## config.mk

```make
export PLATFORM = sky130hd
export DESIGN_NAME = alu_share_arbiter
export DESIGN_NICKNAME = d
export VERILOG_FILES = /design/src/rtl/alu_share_arbiter_pkg.sv /design/src/rtl/alu_share_arbiter_rr.sv /design/src/rtl/alu_share_arbiter.sv
export SDC_FILE = /design/constraint.sdc
export NUM_CORES = 1
export LEC_CHECK = 0
export BUFFER_PORTS_ARGS = -buffer_cell sky130_fd_sc_hd__buf_2
export CAP_MARGIN = 20
export CORE_AREA = 2 2 110 112
export CTS_CLUSTER_SIZE = 30
export DETAILED_ROUTE_END_ITERATION = 10
export DIE_AREA = 0 0 112 114
export PLACE_DENSITY_LB_ADDON = 0.3
export SLEW_MARGIN = 20
export SYNTH_ARGS = -nofsm -noshare
export SYNTH_HDL_FRONTEND = slang
export SYNTH_SLANG_ARGS = --single-unit
export TNS_END_PERCENT = 1
```

## constraint.sdc

```tcl
create_clock -name Clk -period 3 [get_ports Clk]
set_clock_uncertainty 0.1 [all_clocks]
set_input_delay 0.3 -clock Clk [delete_from_list [all_inputs] [get_ports Clk]]
set_output_delay 0.3 -clock Clk [all_outputs]
set_load 0.1 [all_outputs]
```

## src/rtl/alu_share_arbiter_pkg.sv

```systemverilog
// Shared definitions for the two-requester ALU front end: opcode map, legality check
// and FSM state encoding.
package alu_share_arbiter_pkg;

    localparam int ALU_DATA_W = 32;
    localparam int ALU_OP_W   = 4;

    localparam logic [ALU_OP_W-1:0] ALU_ADD = 4'b0000;
    localparam logic [ALU_OP_W-1:0] ALU_SUB = 4'b0001;
    localparam logic [ALU_OP_W-1:0] ALU_AND = 4'b0010;
    localparam logic [ALU_OP_W-1:0] ALU_OR  = 4'b0011;
    localparam logic [ALU_OP_W-1:0] ALU_NOT = 4'b0100;
    localparam logic [ALU_OP_W-1:0] ALU_SRA = 4'b1000;
    localparam logic [ALU_OP_W-1:0] ALU_SRL = 4'b1001;
    localparam logic [ALU_OP_W-1:0] ALU_SLL = 4'b1010;
    localparam logic [ALU_OP_W-1:0] ALU_ROL = 4'b1100;
    localparam logic [ALU_OP_W-1:0] ALU_ROR = 4'b1101;

    typedef enum logic [1:0] {
        ST_IDLE = 2'd0,
        ST_EXEC = 2'd1,
        ST_RESP = 2'd2
    } state_t;

    function automatic logic is_legal_op(input logic [ALU_OP_W-1:0] op);
        case (op)
            ALU_ADD, ALU_SUB, ALU_AND, ALU_OR, ALU_NOT,
            ALU_SRA, ALU_SRL, ALU_SLL, ALU_ROL, ALU_ROR: is_legal_op = 1'b1;
            default:                                     is_legal_op = 1'b0;
        endcase
    endfunction

endpackage

```

## src/rtl/alu_share_arbiter_rr.sv

```systemverilog
// Two-way round-robin arbiter; the last-grant pointer only moves when a grant is accepted.
module alu_share_arbiter_rr (
    input  logic i_clk,
    input  logic i_rst_n,
    input  logic i_valid0,
    input  logic i_valid1,
    input  logic i_accept,
    output logic o_grant0,
    output logic o_grant1
);

    // 1 means requester 1 was served last, so requester 0 wins the first tie after reset.
    logic r_last_grant;

    assign o_grant0 = i_valid0 & (~i_valid1 | r_last_grant);
    assign o_grant1 = i_valid1 & (~i_valid0 | ~r_last_grant);

    always_ff @(posedge i_clk or negedge i_rst_n) begin
        if (!i_rst_n) begin
            r_last_grant <= 1'b1;
        end else if (i_accept) begin
            r_last_grant <= o_grant1;
        end
    end

endmodule

```

## src/rtl/alu_share_arbiter.sv

```systemverilog
// Shares one external combinational ALU between two requesters: arbitrate, register
// operands, wait one cycle for the ALU, then hold a tagged result until consumed.
module alu_share_arbiter
    import alu_share_arbiter_pkg::*;
#(
    parameter int DATA_W = ALU_DATA_W,
    parameter int OP_W   = ALU_OP_W
) (
    input  logic              Clk,
    input  logic              Reset_n,
    input  logic              Req0_Valid,
    output logic              Req0_Ready,
    input  logic [DATA_W-1:0] Req0_A,
    input  logic [DATA_W-1:0] Req0_B,
    input  logic [OP_W-1:0]   Req0_Op,
    input  logic              Req1_Valid,
    output logic              Req1_Ready,
    input  logic [DATA_W-1:0] Req1_A,
    input  logic [DATA_W-1:0] Req1_B,
    input  logic [OP_W-1:0]   Req1_Op,
    output logic              Rsp_Valid,
    input  logic              Rsp_Ready,
    output logic              Rsp_Id,
    output logic [DATA_W-1:0] Rsp_Out,
    output logic              Rsp_Zero,
    output logic              Rsp_Err,
    output logic [DATA_W-1:0] Alu_A,
    output logic [DATA_W-1:0] Alu_B,
    output logic [OP_W-1:0]   Alu_Op,
    input  logic [DATA_W-1:0] Alu_Out,
    input  logic              Alu_Zero,
    output state_t            Dbg_State
);

    // Handshakes: a request transfers on ReqX_Valid & ReqX_Ready at a rising edge; the
    // result transfers on Rsp_Valid & Rsp_Ready. Ready never depends on Ready elsewhere.
    state_t              r_state;
    state_t              w_next_state;
    logic [DATA_W-1:0]   r_alu_a;
    logic [DATA_W-1:0]   r_alu_b;
    logic [OP_W-1:0]     r_alu_op;
    logic                r_rsp_id;
    logic [DATA_W-1:0]   r_rsp_out;
    logic                r_rsp_zero;
    logic                r_rsp_err;
    logic                w_grant0;
    logic                w_grant1;
    logic                w_accept;
    logic [DATA_W-1:0]   w_sel_a;
    logic [DATA_W-1:0]   w_sel_b;
    logic [OP_W-1:0]     w_sel_op;
    logic                w_sel_legal;

    alu_share_arbiter_rr u_rr (
        .i_clk    (Clk),
        .i_rst_n  (Reset_n),
        .i_valid0 (Req0_Valid),
        .i_valid1 (Req1_Valid),
        .i_accept (w_accept),
        .o_grant0 (w_grant0),
        .o_grant1 (w_grant1)
    );

    // Ready is gated by reset so nothing can look accepted while the block is held in reset.
    assign Req0_Ready  = Reset_n & (r_state == ST_IDLE) & w_grant0;
    assign Req1_Ready  = Reset_n & (r_state == ST_IDLE) & w_grant1;
    assign w_accept    = Req0_Ready | Req1_Ready;

    assign w_sel_a     = w_grant1 ? Req1_A  : Req0_A;
    assign w_sel_b     = w_grant1 ? Req1_B  : Req0_B;
    assign w_sel_op    = w_grant1 ? Req1_Op : Req0_Op;
    assign w_sel_legal = is_legal_op(w_sel_op);

    always_comb begin
        w_next_state = r_state;
        case (r_state)
            ST_IDLE: if (w_accept) w_next_state = w_sel_legal ? ST_EXEC : ST_RESP;
            ST_EXEC: w_next_state = ST_RESP;
            ST_RESP: if (Rsp_Ready) w_next_state = ST_IDLE;
            default: w_next_state = ST_IDLE;
        endcase
    end

    always_ff @(posedge Clk or negedge Reset_n) begin
        if (!Reset_n) begin
            r_state    <= ST_IDLE;
            r_alu_a    <= '0;
            r_alu_b    <= '0;
            r_alu_op   <= '0;
            r_rsp_id   <= 1'b0;
            r_rsp_out  <= '0;
            r_rsp_zero <= 1'b0;
            r_rsp_err  <= 1'b0;
        end else begin
            r_state <= w_next_state;
            if (w_accept) begin
                r_rsp_id <= w_grant1;
                if (w_sel_legal) begin
                    r_alu_a  <= w_sel_a;
                    r_alu_b  <= w_sel_b;
                    r_alu_op <= w_sel_op;
                end else begin
                    // Illegal opcodes never reach the ALU; the result is produced here.
                    r_rsp_out  <= '0;
                    r_rsp_zero <= 1'b0;
                    r_rsp_err  <= 1'b1;
                end
            end else if (r_state == ST_EXEC) begin
                r_rsp_out  <= Alu_Out;
                r_rsp_zero <= Alu_Zero;
                r_rsp_err  <= 1'b0;
            end
        end
    end

    assign Alu_A     = r_alu_a;
    assign Alu_B     = r_alu_b;
    assign Alu_Op    = r_alu_op;
    assign Rsp_Valid = (r_state == ST_RESP);
    assign Rsp_Id    = r_rsp_id;
    assign Rsp_Out   = r_rsp_out;
    assign Rsp_Zero  = r_rsp_zero;
    assign Rsp_Err   = r_rsp_err;
    assign Dbg_State = r_state;

endmodule
```

==> results of run 1 <==
==> final timing paths <==
path                              start            to  slack (ns)  cells after the start
hold / removal                Rsp_Ready  Dbg_State[1]        0.05                      2
max in group asynchronous       Reset_n      Alu_B[2]        1.11                      4
setup / recovery                Reset_n      Alu_B[8]        0.38                      7
min in group asynchronous       Reset_n     Alu_B[18]        0.50                      3
hold reg to reg               Alu_B[20]     Alu_B[20]        0.39                      1
setup reg to reg           Dbg_State[0]      Alu_B[8]        0.55                      5
==> stage by stage <==
stage	setup slack (ns)	std cells
5_1_grt	0.232	757
6_report	0.385	757
3_5_place_dp	0.550	740
3_3_place_gp	0.628	740
2_1_floorplan	0.430	324
4_1_cts	0.388	757
==> cell usage after synthesis <==
master	count	area [µm²]
a21boi_2	1	11.3
a21oi_1	3	15.0
a22o_1	33	289
a31oi_1	1	6.26
a32oi_2	1	16.3
and2_1	1	6.26
buf_1	1	3.75
buf_2	11	55.1
buf_6	1	11.3
clkbuf_1	8	30.0
dfrtp_1	105	2630
dfstp_2	1	26.3
inv_1	4	15.0
mux2_1	9	101
mux2_2	127	1430
nand2_1	3	11.3
nand2b_1	1	6.26
nand3_1	1	5.00
nor2_1	1	3.75
nor2_2	1	6.26
nor2b_1	3	18.8
nor3b_1	1	7.51
o21ai_0	5	25.0
o21bai_1	1	7.51
==> cell type report <==
cell class / count / area share (%)
repair buffers: 291 / 22.5
clock inverters: 6 / 1.09
multi-input cells: 193 / 29.9
well taps: 147 / 2.76
flip-flops and latches: 106 / 39.9
inverters: 4 / 0.226
clock buffers: 10 / 3.59
==> sequential cells by signal (all words and copies together) (netlist names) <==
| signal | cells |
|---|---|
| Alu_Op | 4 |
| Rsp_Out | 32 |
| Alu_B | 32 |
| Alu_A | 32 |
| Dbg_State | 2 |
| Rsp_Err | 1 |
| u_rr.r_last_grant | 1 |
| Rsp_Id | 1 |
| Rsp_Zero | 1 |
==> kinds of logic after synthesis <==
kind of cell    count (synthesis)
flops                         106
compound gates                 45
buf+inv                        25
simple gates                   12
mux                           136
==> layout by cell type, fill, tap and decap left out, drive strengths merged, types with 2 or more instances in the layout <==
cell type	n
a21oi	3
a22o	33
buf	290
clkbuf	10
clkinv	2
dfrtp	105
inv	6
mux2	136
nand2	3
nor2	2
nor2b	3
o21ai	5
==> worst register-to-register path, stage by stage, from the launching register on <==
cell,delay (ns)
dfrtp_1,0.42
nor3b_1,0.42
o21ai_0,0.34
nor2_4,0.18
buf_4,0.44
mux2_2,0.44
==> layer usage <==
layer | wire [µm] | GRT usage [%] | part of all wire, % | vias to the layer above
li1 | - | - | - | 1751
met1 | 4780 | 22.9 | 41 | 1737
met2 | 5790 | 31.7 | 49 | 195
met3 | 1040 | 5.42 | 8.9 | 13
met4 | 156 | 4.88 | 1.3 | 0
met5 | 0 | 0 | 0 | -
==> repair_timing <==
action,4_1_cts,5_1_grt
endpoints found under the hold margin,42,0
hold buffers,1,0
gates resized for setup,0,0
buffers inserted,0,0
==> impl_results.md, run 1 <==
* Status: finished clean
* Rel. slew slack at 47.9%
* CP Max Fanout at 41
* Register area at roughly 0.0027 mm²
* Minimum clock period at 2.62 ns
* Critical-path cell list: dlygate4sd3_1 > buf_4 > nor3b_1 > o21ai_0 > nor2_4 > buf_4 > mux2_2
* GR Overflow Total at 0
* Root Driver: clkbuf_16
* Max Cap Viol at 0
* Crit path launch type: primary input
* Worst-margin pin slew at 0.781 ns
* Routed WL per cell at 15.5 µm
* Routability Congestion at 0.732
* Area grow syn2layout at 40.5%
* # port buffers at 281
* Synthesized area per cell at 14.6 µm²
* Pin count of the biggest net entering global routing at 65
* Overall routing resource usage at between 10% and 20%
* CP Buf/Inv Count at 3
* Die Width at 112 µm
* Post-synthesis simple-gate area fraction at 1.37%
* Global-route wire length before repair at 18.7 mm
* Post-synthesis mux area share at 32.3%
* CTS Buf Count at 9
* Vias in the first global route at 3753
* Sink Count at approximately 110
* Worst Path Required at 3.12 ns
* Core area at roughly 0.012 mm²
* Setup TNS Final at 0 ns
* Synth Area in Compound Gates at 7.82%
* Violation count after the first detailed-routing iteration at 106
* CP max-delay cell: dlygate4sd3_1
* Final Hold Viols at 0
* Drt drc at 0
* Synth Instances at 324
* Syn Std Cell Area at 0.00474 mm²
* Post-DRT Antenna Nets at 0
* Deepest clock path buffer count at 2
* Crit path max-delay family: buffers and inverters
* Tightest hold margin at 0.0534 ns
* Layout fillers at approximately 1000
* Placed instance area at 0.00633 mm²
* Critical path arrival at 2.73 ns
* Hold crit path type: in2reg
* Worst-path clk slew at 0.07 ns
* Seq/Total Area, Yosys at 56.0%
* Final setup fails at 0
* H-Tree Depth at 3
* TritonCTS clock tree: yes
* Cell area after layout at approximately 0.0067 mm²
* Chip height at 114 µm
* Antenna Diode Count at 0
* Full die area at 0.0128 mm²
* Nets@finish at 779
* Via count at 3696
* Yosys reg bits at roughly 110
* XOR/XNOR Fraction of Synth Area at 0%
* CP Capture Type: flop
* Pre-Repair DR Iteration Count at 4
* IO Pins at 282
* CP max stage delay at 0.53 ns
* Skew-Pair Late Insertion Delay at 0.33 ns
* Synth Area in Adders at 0%
* Core Util, Final at a little under three fifths
* Yosys cell types at 24
* YS warnings at 0
* Net Count, Synth at 498
* Max Transition Viols Final at 0
* Post-Route WL at between 10 and 15 mm
* Largest family of logic cells by synthesized area: multiplexers
* Max Fclk at roughly 380 MHz
* Antenna violations before repair at 0
* HPWL Detailed at 8.96 mm
* Site Rows at 40
* Number of vias per cell at roughly 5
* Multi-input gate area at 0.00199 mm²
* RSZ-0062 raised after global routing: false
* Most used cell, CP: buf_4
* Share of cells above drive strength 1 at between 70 and 80%
* Final period utilization at between 80% and 90%
* Critical path class: in2reg
* Initial Utilization at between 40% and 50%
Power of run 1 is not shown: default switching activity piles up to over one toggle a cycle in this logic, so the estimate is an artifact.
==> run 2: changes to the inputs <==
--- a/config.mk
+++ b/config.mk
@@ -7,13 +7,15 @@
 export LEC_CHECK = 0
 export BUFFER_PORTS_ARGS = -buffer_cell sky130_fd_sc_hd__buf_2
 export CAP_MARGIN = 20
-export CORE_AREA = 2 2 110 112
+export CORE_AREA = 2 2 109 111
+export CTS_BUF_LIST = sky130_fd_sc_hd__clkbuf_4 sky130_fd_sc_hd__clkbuf_8
 export CTS_CLUSTER_SIZE = 30
 export DETAILED_ROUTE_END_ITERATION = 10
-export DIE_AREA = 0 0 112 114
+export DIE_AREA = 0 0 111 113
 export PLACE_DENSITY_LB_ADDON = 0.3
 export SLEW_MARGIN = 20
 export SYNTH_ARGS = -nofsm -noshare
 export SYNTH_HDL_FRONTEND = slang
+export SYNTH_HIERARCHICAL = 1
 export SYNTH_SLANG_ARGS = --single-unit
 export TNS_END_PERCENT = 1
==> constraint.sdc (replaced) <==
create_clock -name Clk -period 3 [get_ports Clk]
set_clock_uncertainty 0.1 [all_clocks]
set_input_delay 0.6 -clock Clk [delete_from_list [all_inputs] [get_ports Clk]]
set_output_delay 0.6 -clock Clk [all_outputs]
set_load 0.1 [all_outputs]
==> impl_results.md, run 2 <==
* Rel. slew slack at 56.2% (+8.3 points)
* Status: finished clean
* Routability Congestion at 0.799 (+9.1%)
* Overall routing resource usage at 20.9% (+2.5 points)
* TritonCTS clock tree: yes
* Antenna Diode Count at 0 (unchanged)
* Max Fclk at 397 MHz (+3.9%)
* Final worst setup slack at 0.484 ns (+0.0992 ns)
* Site Rows at 39 (-2.5%)
* CTS Buf Count at 9 (unchanged)
* # resized after CTS at 0 (unchanged)
* Critical path class: reg2reg
* RSZ-0062 raised after global routing: false
* Nets@finish at 857 (+10%)
* Synthesized area per cell at 13.0 µm² (-11%)
* Synth Flop Type: dfrtp_1
* Final period utilization at 83.9% (-3.3 points)
* Yosys cell types at 35 (+46%)
* Worst-path clk slew at 0.11 ns (+0.04 ns)
* Share of cells above drive strength 1 at 65.6% (-6.6 points)
* Sink Count at 106 (unchanged)
* Skew-Pair Late Insertion Delay at 0.37 ns (+0.04 ns)
* HPWL Detailed at 10.1 mm (+13%)
* Post-synth top area share at 49.9% (-5.6 points)
* Global-route wire length before repair at 20.9 mm (+12%)
* Reg2reg end: Alu_A[2]
* Tightest hold margin at 0.243 ns (+0.190 ns)
* Critical path arrival at 2.66 ns (-0.07 ns)
* Crit path launch type: flop
* # port buffers at 281 (unchanged)
* Drt drc at 0 (unchanged)
* Hold crit path type: in2async
* CP Max Fanout at 46 (+12%)
* Pre-CTS setup slack at 0.174 ns (-0.376 ns)
* Final Hold Viols at 0 (unchanged)
* Worst Path Required at 3.14 ns (+0.02 ns)
* Pin count of the biggest net entering global routing at 55 (-15%)
* Placed instance area at 0.00680 mm² (+7.4%)
* Number of vias per cell at 4.95 (+1.4%)
* Syn Std Cell Area at 0.00527 mm² (+11%)
* Antenna violations before repair at 0 (unchanged)
* Post-Route WL at 13.1 mm (+12%)
* Initial Utilization at 46.8% (+6.3 points)
* Pre-Repair DR Iteration Count at 4 (unchanged)
* Cts hold-fix bufs at 0 (-1)
* Yosys reg bits at 106 (unchanged)
* Area grow syn2layout at 32.2%
* Net Count, Synth at 579 (+16%)
* GR Overflow Total at 0 (unchanged)
* Root Driver: clkbuf_8
* Cell area after layout at 0.00697 mm² (+4.8%)
* Most frequent cells in the layout: 278 x buf_2, 105 x dfrtp_1, 80 x mux2_2
* Post-synth EDFFs at 0 (unchanged)
* YS warnings at 6 (+6)
* Deepest clock path buffer count at 2 (unchanged)
* Crit Reg-Reg Startpoint: u_rr/r_last_grant
* Via count at 4114 (+11%)
* Top cells by area, synth: dfrtp_1 50%, mux2_2 17%, mux2_4 15%
* H-Tree Depth at 3 (unchanged)
* Max Transition Viols Final at 0 (unchanged)
* Seq/Total Area, Yosys at 50.4% (-5.7 points)
* Synth top cells by count: 105 x dfrtp_1, 80 x mux2_2, 68 x nand2_1
* Post-CTS setup buffers at 0 (unchanged)
* Core area at 0.0113 mm² (-3.7%)
* Max Cap Viol at 0 (unchanged)
* Synth Instances at 405 (+25%)
* IO Pins at 282 (unchanged)
* Full die area at 0.0125 mm² (-1.8%)
* Post-DRT Antenna Nets at 0 (unchanged)
* Minimum clock period at 2.52 ns (-0.0992 ns)
* Die Width at 111 µm (-0.89%)
* Vias in the first global route at 4302 (+15%)
* Post-synth ARST share at 100% (unchanged)
* R2R depth at 6 (+1)
* Most common cell after layout, fill and taps aside: buf_2
* Chip height at 113 µm (-0.88%)
* Worst R2R Setup Slack at 0.48 ns (-0.07 ns)
* Count leader, synth: dfrtp_1
* Routed WL per cell at 15.8 µm (+1.6%)
* CP Capture Type: flop
* Worst-margin pin slew at 0.657 ns (-0.124 ns)
* Post-synth top area cell: dfrtp_1
* Violation count after the first detailed-routing iteration at 140 (+32%)
* Final setup fails at 0 (unchanged)
-- run 2: cell count changes in the layout (fill, tap and decap cells not counted), sizes merged, moves of 2 or more --
cell,delta
a21oi,+4
a22o,-33
buf,+3
inv,+2
mux2,-4
mux2i,+5
nand2,+65
nor2,-2
nor3,+2
o21a,+2
o21ai,+36
-- run 2: worst max path at each step --
stage                            end  cells after the start              start
after floorplan           Req1_Ready                      5         Req1_Valid
after global placement      Alu_A[2]                      7         Req0_Valid
after detailed placement    Alu_A[2]                      7         Req0_Valid
after CTS                   Alu_A[2]                      6  u_rr/r_last_grant
after global routing        Alu_A[7]                      6  u_rr/r_last_grant
final                       Alu_A[2]                      6  u_rr/r_last_grant
-- run 2: cells by family (layout without fill, tap and decap cells) --
kind of cell           Yosys count  in the layout  share of synthesized area [%]
AO/OA/AOI/OAI                   55             55                           6.20
AND/OR/NAND/NOR                 76             76                           6.08
multiplexers                   137            137                           33.1
buffers and inverters           31            314                           4.27
flip-flops                     106            106                           50.4
-- run 2: final cells by class --
type / instances / area (µm²)
sequential: 106 / 2650
timing repair buffer: 293 / 1540
tap: 143 / 179
clock buffer: 9 / 124
inverter: 5 / 18.8
clock inverter: 7 / 48.8
multi-input combinational: 268 / 2400
fill: 932 / 4300
-- run 2: critical path, cell delays in order (launching register included) --
cell and delay (ns):
dfstp_2 0.59, a21boi_4 0.13, o21ai_1 0.42, inv_1 0.28
o21ai_4 0.14, buf_12 0.32, mux2_2 0.38
-- run 2: metrics by stage --
| stage | util, % | setup TNS, ns | cells |
|---|---|---|---|
| final | 61.8 | 0 | 831 |
| after global routing | 61.8 | 0 | 831 |
| after CTS | 61.8 | 0 | 831 |
| after detailed placement | 60.3 | 0 | 815 |
| after global placement | 60.3 | 0 | 815 |
| after floorplan | - | -0.00517 | 405 |
-- run 2: layer usage --
layer  part of all wire [%]  global-route usage [%]
met1                     39                    24.2
met2                     51                    37.3
met3                    8.1                    6.21
met4                    1.8                    6.67
met5                      0                       0
Power of run 2 is left out for the same reason.
==> run 3: changes to the inputs <==
--- a/config.mk
+++ b/config.mk
@@ -7,11 +7,11 @@
 export LEC_CHECK = 0
 export BUFFER_PORTS_ARGS = -buffer_cell sky130_fd_sc_hd__buf_2
 export CAP_MARGIN = 20
-export CORE_AREA = 2 2 109 111
+export CORE_MARGIN = 2
+export CORE_UTILIZATION = 42
 export CTS_BUF_LIST = sky130_fd_sc_hd__clkbuf_4 sky130_fd_sc_hd__clkbuf_8
 export CTS_CLUSTER_SIZE = 30
 export DETAILED_ROUTE_END_ITERATION = 10
-export DIE_AREA = 0 0 111 113
 export PLACE_DENSITY_LB_ADDON = 0.3
 export SLEW_MARGIN = 20
 export SYNTH_ARGS = -nofsm -noshare
==> constraint.sdc (replaced) <==
create_clock -name Clk -period 2.29 [get_ports Clk]
set_clock_uncertainty 0.1 [all_clocks]
set_input_delay 0.458 -clock Clk [delete_from_list [all_inputs] [get_ports Clk]]
set_output_delay 0.458 -clock Clk [all_outputs]
set_load 0.1 [all_outputs]
==> impl_results.md, run 3 (synthesis gave the netlist of run 2 again) <==
* Max Transition Viols Final at 0 (unchanged)
* Multi-input gate area at 0.00241 mm² (+0.42%)
* Placed insts at 852 (+4.5%)
* Via count at 4170 (+1.4%)
* RSZ-0062 raised after global routing: true
* Register area at 0.00265 mm² (unchanged)
* Critical path class: reg2reg
* Overall routing resource usage at 20.0% (-0.86 points)
* Drt drc at 0 (unchanged)
* Final worst setup slack at 0.000322 ns (-0.484 ns)
* H-Tree Depth at 3 (unchanged)
* Hold crit path type: in2async
* Worst Path Required at 2.45 ns (-0.69 ns)
* Post-DRT Antenna Nets at 0 (unchanged)
* Post-Layout Cell Count at 874 (+5.2%)
* Post-Route WL at 13.6 mm (+3.7%)
* GR Overflow Total at 0 (unchanged)
* CP Buf/Inv Count at 3 (+1)
* Reg2reg end: Alu_A[14]
* Critical path arrival at 2.45 ns (-0.21 ns)
* Sink Count at 106 (unchanged)
* Routed WL per cell at 15.6 µm (-1.4%)
* CP Max Fanout at 26 (-43%)
* Core area at 0.0121 mm² (+7.4%)
* TritonCTS clock tree: yes
* Initial Utilization at 43.5% (-3.2 points)
* Root Driver: clkbuf_8
* Most used cell, CP: buf_12
* IO Pins at 282 (unchanged)
* Global-route wire length before repair at 20.6 mm (-1.5%)
* Area grow syn2layout at 38.6%
* Layout fillers at 1020 (+9.4%)
* Final setup fails at 0 (unchanged)
* Status: finished clean
* Pin count of the biggest net entering global routing at 69 (+25%)
* Worst R2R Setup Slack at 0.0003 ns (-0.48 ns)
* Minimum clock period at 2.29 ns (-0.226 ns)
* Chip height at 116 µm (+2.7%)
* CP max stage delay at 0.58 ns (about the same)
* Rel. slew slack at 43.2% (-13 points)
* Pre-Repair DR Iteration Count at 5 (+1)
* Skew-Pair Late Insertion Delay at 0.37 ns (about the same)
* Crit path max-delay family: flip-flops
* R2R depth at 8 (+2)
* Setup TNS Final at 0 ns (unchanged)
* Violation count after the first detailed-routing iteration at 149 (+6.4%)
* Most common cell after layout, fill and taps aside: buf_2
* Pre-CTS setup slack at -0.185 ns (-0.359 ns)
* Die Width at 116 µm (+4.5%)
* Deepest clock path buffer count at 2 (unchanged)
* Final Hold Viols at 0 (unchanged)
* Number of vias per cell at 4.77 (-3.6%)
* Nets@finish at 874 (+2.0%)
* Max Fclk at 437 MHz (+9.9%)
* Crit path launch type: flop
* # port buffers at 281 (unchanged)
* Max Cap Viol at 0 (unchanged)
* Critical-path cell list: a21boi_4 > buf_12 > mux2i_4 > o21a_4 > o21ai_4 > buf_6 > buf_12 > mux2_2
* Antenna violations before repair at 0 (unchanged)
* CP max-delay cell: dfstp_2
* HPWL Detailed at 10.5 mm (+3.7%)
* Worst-margin pin slew at 0.853 ns (+0.196 ns)
* CP Capture Type: flop
* Final period utilization at 100% (+16 points)
* Crit Reg-Reg Startpoint: u_rr/r_last_grant
* Cts hold-fix bufs at 0 (unchanged)
* Vias in the first global route at 4106 (-4.6%)
* Routability Congestion at 0.780 (-2.4%)
* Site Rows at 40 (+2.6%)
* Share of cells above drive strength 1 at 66.7% (+1.1 points)
* Worst-path clk slew at 0.10 ns (about the same)
* Full die area at 0.0135 mm² (+7.3%)
* Tightest hold margin at 0.0437 ns (-0.199 ns)
* CTS Buf Count at 9 (unchanged)
* Most frequent cells in the layout: 278 x buf_2, 105 x dfrtp_1, 80 x mux2_2
run 3: cell types whose count changed in the layout (fill, tap and decap cells not counted), moves of 2 or more:
cell / delta
buf_4: +7
buf_12: +6
inv_6: -3
o21ai_0: -3
o21ai_1: +3
buf_6: +2
bufinv_16: +2
clkinv_2: -2
clkinv_4: +2
run 3: cell type report:
cell class	instances	area share [%]
inverter	5	0.257
timing repair buffer	310	24.4
antenna	1	0.0343
sequential	106	36.3
multi-input combinational	268	33.0
tap	168	2.88
clock inverter	6	1.23
clock buffer	10	1.88
run 3: metal layers:
layer,global-route usage (%),share of wire [%]
met2,34.2,50
met4,8.49,2.0
met5,0,0
met3,4.92,8.0
met1,24.2,40
run 3: worst max-delay path by stage:
stage                            from     endpoint  slack (ns)  cells after the start
finish              u_rr/r_last_grant    Alu_A[14]      0.0003                      8
global placement           Req0_Valid     Alu_A[2]       -0.13                      8
floorplan                Dbg_State[0]    Alu_A[17]       -0.22                      7
global route        u_rr/r_last_grant   Req1_Ready       -0.07                      4
CTS                 u_rr/r_last_grant  Rsp_Out[14]       -0.03                      7
detailed placement         Req0_Valid     Alu_A[4]       -0.19                      8
run 3: timing repair:
action / in CTS / in global routing
endpoints found under the setup margin: 88 / 90
hold endpoints to repair: 0 / 0
gates resized for setup: 9 / 1
buffers inserted: 2 / 2
pin swaps: 2 / 2
gates cloned: 1 / 0
run 3: stage by stage:
step,cell area [µm²],utilization [%]
finish,7310,60.3
global placement,6990,57.7
detailed placement,6990,57.7
CTS,7270,60.0
global route,7300,60.3
floorplan,5280,-
Power of run 3 is left out for the same reason.
